**src/rtl/sprite_blitter.sv**
```systemverilog
// Sprite blitter: streams one object bitmap from the sprite ROM into the framebuffer at one pixel per clock.
// Optional clipping of off-screen pixels is compiled in with `define BLIT_CLIP_EN.
module sprite_blitter #(
    parameter int                 SCREEN_W    = 640,
    parameter int                 SCREEN_H    = 480,
    parameter int                 COLOR_W     = 12,
    parameter logic [COLOR_W-1:0] TRANSPARENT = 12'hF0F
) (
    input  logic               clk,
    input  logic               rst_n,
    input  logic               start,
    input  logic [10:0]        obj_h,
    input  logic [10:0]        obj_w,
    input  logic [18:0]        obj_addr,
    input  logic [10:0]        pos_x,
    input  logic [10:0]        pos_y,
    output logic [18:0]        rom_addr,
    input  logic [COLOR_W-1:0] rom_data,
    output logic               fb_we,
    output logic [18:0]        fb_addr,
    output logic [COLOR_W-1:0] fb_data,
    output logic               busy,
    output logic               done
);

    localparam logic [1:0] S_IDLE  = 2'd0;
    localparam logic [1:0] S_RUN   = 2'd1;
    localparam logic [1:0] S_FLUSH = 2'd2;
    localparam logic [1:0] S_DONE  = 2'd3;

    logic [1:0]  state;
    logic [10:0] h_q, w_q;
    logic [10:0] row, col;
    logic [18:0] rom_ptr;
    logic [18:0] fb_ptr;
    logic [18:0] row_step;
    logic        p_valid;
    logic        p_inb;
    logic [18:0] p_addr;

    logic [18:0] px_ext, py_ext, fb_start;
    logic        last_col, last_row, last_pix;
    logic        accept, zero_size;
    logic        inb;

    // Handshake: start is a single-cycle request honoured only in IDLE (busy=0);
    // anything presented on start while busy or during the done pulse is dropped.
    assign accept    = (state == S_IDLE) && start;
    assign zero_size = (obj_h == 11'd0) || (obj_w == 11'd0);

`ifdef BLIT_CLIP_EN
    assign px_ext = {{8{pos_x[10]}}, pos_x};
    assign py_ext = {{8{pos_y[10]}}, pos_y};
`else
    assign px_ext = {8'd0, pos_x};
    assign py_ext = {8'd0, pos_y};
`endif

    // Constant-coefficient product, evaluated once per blit; wraps mod 2^19 by width.
    assign fb_start = py_ext * 19'(SCREEN_W) + px_ext;

    assign last_col = (col == w_q - 11'd1);
    assign last_row = (row == h_q - 11'd1);
    assign last_pix = last_col && last_row;

`ifdef BLIT_CLIP_EN
    localparam logic signed [12:0] SW_S = 13'(SCREEN_W);
    localparam logic signed [12:0] SH_S = 13'(SCREEN_H);

    logic signed [12:0] cur_x, cur_y, x0;

    assign inb = (cur_x >= 13'sd0) && (cur_x < SW_S) &&
                 (cur_y >= 13'sd0) && (cur_y < SH_S);

    // Screen coordinates of the pixel being issued, tracked in step with fb_ptr.
    always_ff @(posedge clk or negedge rst_n) begin
        if (!rst_n) begin
            cur_x <= '0;
            cur_y <= '0;
            x0    <= '0;
        end else if (accept) begin
            cur_x <= {{2{pos_x[10]}}, pos_x};
            cur_y <= {{2{pos_y[10]}}, pos_y};
            x0    <= {{2{pos_x[10]}}, pos_x};
        end else if (state == S_RUN && !last_pix) begin
            if (last_col) begin
                cur_x <= x0;
                cur_y <= cur_y + 13'sd1;
            end else begin
                cur_x <= cur_x + 13'sd1;
            end
        end
    end
`else
    assign inb = 1'b1;
`endif

    always_ff @(posedge clk or negedge rst_n) begin
        if (!rst_n) begin
            state    <= S_IDLE;
            h_q      <= '0;
            w_q      <= '0;
            row      <= '0;
            col      <= '0;
            rom_ptr  <= '0;
            fb_ptr   <= '0;
            row_step <= '0;
            p_valid  <= 1'b0;
            p_inb    <= 1'b0;
            p_addr   <= '0;
        end else begin
            p_valid <= 1'b0;
            case (state)
                S_IDLE: begin
                    if (start) begin
                        h_q <= obj_h;
                        w_q <= obj_w;
                        row <= '0;
                        col <= '0;
                        if (zero_size) begin
                            state <= S_DONE;
                        end else begin
                            rom_ptr  <= obj_addr;
                            fb_ptr   <= fb_start;
                            row_step <= 19'(SCREEN_W) - {8'd0, obj_w} + 19'd1;
                            state    <= S_RUN;
                        end
                    end
                end
                S_RUN: begin
                    // Carry this pixel's destination alongside its outstanding ROM read.
                    p_valid <= 1'b1;
                    p_addr  <= fb_ptr;
                    p_inb   <= inb;
                    if (last_pix) begin
                        state <= S_FLUSH;
                    end else begin
                        rom_ptr <= rom_ptr + 19'd1;
                        if (last_col) begin
                            col    <= '0;
                            row    <= row + 11'd1;
                            fb_ptr <= fb_ptr + row_step;
                        end else begin
                            col    <= col + 11'd1;
                            fb_ptr <= fb_ptr + 19'd1;
                        end
                    end
                end
                S_FLUSH: begin
                    state <= S_DONE;
                end
                default: begin
                    state <= S_IDLE;
                end
            endcase
        end
    end

    assign rom_addr = rom_ptr;
    assign fb_we    = p_valid && p_inb && (rom_data != TRANSPARENT);
    assign fb_addr  = p_addr;
    assign fb_data  = p_valid ? rom_data : '0;
    assign busy     = (state == S_RUN) || (state == S_FLUSH);
    assign done     = (state == S_DONE);

endmodule
```
**config.mk**
```make
export PLATFORM = sky130hd
export DESIGN_NAME = sprite_blitter
export DESIGN_NICKNAME = d
export VERILOG_FILES = /design/src/rtl/sprite_blitter.sv
export SDC_FILE = /design/constraint.sdc
export NUM_CORES = 1
export LEC_CHECK = 0
export BUFFER_PORTS_ARGS = -buffer_cell sky130_fd_sc_hd__buf_2
export CAP_MARGIN = 20
export CORE_MARGIN = 1.5
export CORE_UTILIZATION = 38
export DETAILED_ROUTE_END_ITERATION = 12
export GPL_ROUTABILITY_DRIVEN = 0
export SLEW_MARGIN = 30
export SYNTH_ARGS = -nofsm -noshare
export SYNTH_HDL_FRONTEND = slang
export SYNTH_SLANG_ARGS = --single-unit
```
**constraint.sdc**
```tcl
create_clock -name clk -period 5.47 [get_ports clk]
set_input_delay 0.2735 -clock clk [delete_from_list [all_inputs] [get_ports clk]]
set_output_delay 0.2735 -clock clk [all_outputs]
set_load 0.1 [all_outputs]
```
==> impl_results.md <==
- P per Cell Area: roughly 220 mW/mm2
- Core Box Area: ~0.022 mm2
- Max_cap viols: 0
- First-pass GRT wire length: 34900 um
- Max transition margin: a little under 40%
- Largest net degree at the start of global routing: 75
- Synth Instances: 927
- FMAX: 194 MHz
- Worst min-delay path endpoint: rom_addr[14]
- RSZ-0062 raised after global routing: false
- Gate power share: between 10% and 20%
- Slew Viols, Final: 0
- IO Pins: around 130
- Root buffer cell: clkbuf_16
- All-Layer GR Usage: a little under a fifth
- Pre-CTS setup slack: about 0.034 ns
- Final Net Count: 1180
- Synth top area cells: dfrtp_1 (35%), ha_1 (7.4%), mux2_2 (5.5%)
- Int Pwr: around 1600 uW
- Setup WS post-layout: about 0.32 ns
- Drt via density: 5.39
- Die height: approximately 150 um
- Worst R2R Path Depth: 17
- Grt ovf: 0
- Layout cell share with drive strength beyond 1: a little under a quarter
- R2R Path Start: w_q[0]
- Hold path depth: 3
- Yosys top cell area share: between 30% and 40%
- Max VDD drop: around 150 uV
- FP Rows: 54
- Final hold viol count: 0
- Cell Area, Synth: 0.00844 mm2
- # fillers: between 2000 and 2500
- Period utilization: between 90% and 100%
- Clk slew on worst S/H paths: around 0.06 ns
- Worst setup EP type: flip-flop
- Startpoint Class: flip-flop
- Unique masters post-synth: 79
- Die W: about 150 um
- Seq pwr share: approximately two fifths
- Yosys Warn Count: 0
- Initial antenna violation count: 0
- DP Wirelength: 15000 um
- Crit path DAT: roughly 5.4 ns
- Status: complete, no violations
- # port buffers: 130
- Fin Setup TNS: 0 ns
- Post-synth EDFFs: 0
- R2R Setup Slk: 0.32 ns
- Remaining antenna violation count: 0
- Top post-synthesis cells by count: dfrtp_1 (118), nand2_1 (101), o21ai_0 (65)
- HP Class: in -> reg
- Routed length per instance: around 15 um
- Die area: ~0.023 mm2
- Worst Tran Pin Value: 0.915 ns
- Clock share of power: around 50%
- Post-synth ARST share: 100%
- Switch Pwr: between 500 and 600 uW
- Vias in the first global route: 7011
- CP max FO: 15
- Top_reg_cell synth: dfrtp_1
- DRC: 0
- Initial Utilization: 38.7%
- Final WL: 20600 um
- Required @ worst endpoint: approximately 5.8 ns
- Min Tclk post-route: 5.15 ns
- Avg Inst Size Synth: slightly above 9 um2
- Post-synth net total: between 1000 and 1500
- Register area share after synthesis: about a third
- Initial DRC count: just under 400
- Post-synthesis register bit count: 118
- CP Class: reg -> reg
- H-Tree Depth: 4
- Pre-Repair DR Iteration Count: 5
- Area leader, netlist: dfrtp_1
- Sw frac: a little over a quarter
- Post-placement cell count: between 1000 and 1500
- Setup violators final: 0
- Clk sink count: roughly 120
- Clk buf depth: 2
- Clock Skew: around 0.014 ns
- Reg-to-reg endpoint: fb_ptr[18]
- Routed vias: roughly 7200
- Critical Path Start: w_q[0]
- CTS Buf Count: 17
- Area Growth Syn to Fin: 18.1%
- Clk Latency, worst-skew pair: approximately 0.42 ns
- CTS tree: yes
- Hold Startpoint: obj_addr[14]
- Leak pwr: around 0.0047 uW
- Most frequent cell after synthesis: dfrtp_1
- Finished Layout Cells: 1343
- Post-CTS Setup Bufs: 0
[sequential cells by signal, summed over array words and instances (netlist names), 2 cells and up]
name      flops
fb_addr      19
fb_ptr       19
rom_addr     19
row_step     13
col          11
h_q          11
row          11
w_q          11
state         2
[worst max-delay path by stage]
stage / slack, ns / depth (start not counted) / to
finish: 0.32 / 17 / fb_ptr[18]
global route: 0.02 / 17 / fb_ptr[18]
CTS: 0.02 / 19 / fb_ptr[18]
detailed placement: 0.03 / 19 / fb_ptr[18]
global placement: 0.26 / 19 / fb_ptr[18]
floorplan: 0.36 / 18 / fb_ptr[18]
[logic make-up (layout without fill, tap and decap cells)]
kind of cell	Yosys count	count (layout)	synth area share, %
simple gates	355	355	22.3
compound gates	201	201	15.8
flops	118	118	35.0
xor+xnor	73	73	7.58
buf+inv	68	203	3.57
mux	59	59	7.61
fa+ha+maj	53	53	8.13
other cells	0	1	0
[power by group through the flow]
stage	combinational (uW)	sequential (uW)	clock, uW
after floorplan	149	889	0
after global placement	234	889	0
after detailed placement	235	889	0
after CTS	237	873	1150
after global routing	260	872	1190
final	233	873	1130
[per-stage QoR]
step                power, uW  instance area, um2  hold slack [ns]  util, %
floorplan                1040                8440          -0.0221        -
global placement         1120                9320            0.432     42.7
detailed placement       1120                9320            0.431     42.7
CTS                      2260                9920           0.0799     45.5
global route             2330                9960           0.0862     45.7
finish                   2240                9970           0.0927     45.7
[repair_timing]
item                                    4_1_cts  5_1_grt
endpoints found under the setup margin        0        2
endpoints found under the hold margin        15        0
gates resized for setup                       0        4
hold buffers                                  1        0
[routing by layer]
metal	part of all wire (%)	up-vias	track usage, %
met3	3.9	13	3.05
met2	45	142	28.2
met5	0	-	0
met4	0.99	0	4.35
met1	50	3462	26.2
li1	-	3628	-
[cell type report]
cell class | instances | area, um2 | share of cell area [%]
Antenna cell | 1 | 2.50 | 0.0251
Clock buffer | 17 | 425 | 4.27
Clock inverter | 15 | 171 | 1.72
Inverter | 31 | 116 | 1.17
Multi-Input combinational cell | 741 | 5200 | 52.1
Sequential cell | 118 | 2950 | 29.6
Tap cell | 280 | 350 | 3.52
Timing Repair Buffer | 140 | 751 | 7.53
[cells in the final DEF (no fill, tap or decap), drive strengths merged, types with 4 or more instances in the layout]
master,netlist,routed
buf,13,139
dfrtp,118,118
nand2,101,101
o21ai,66,66
nor2,53,53
ha,50,50
xnor2,48,48
a21oi,41,41
mux2,41,41
nand3,39,39
inv,31,37
and2,28,28
xor2,25,25
nor3,25,25
mux2i,18,18
clkbuf,24,17
or4,14,14
nand2b,14,14
o31ai,13,13
nand4,12,12
a21o,12,12
nor2b,11,11
a32oi,11,11
and3,10,10
a211oi,8,8
nor4,7,7
nor4b,7,7
or3,7,7
o211ai,6,6
or2,6,6
clkinv,0,6
a31oi,5,5
a211o,5,5
o21a,5,5
or4b,5,5
o41ai,4,4
[critical path, stage by stage (launching register included)]
cell     delay (ns)
dfrtp_1        0.42
inv_1          0.11
ha_1           0.24
or4b_4         0.51
or4b_1         0.52
and3_4         0.19
o31ai_4        0.24
and4_4         0.34
and2_1         0.29
ha_1           0.33
a21o_1         0.19
a21oi_1        0.18
or3b_2         0.45
o21ai_0        0.08
a31oi_1        0.07
xor2_1         0.18
mux2_2         0.35
a221o_1        0.33
Note: power is estimated with default switching activity, not from simulation.
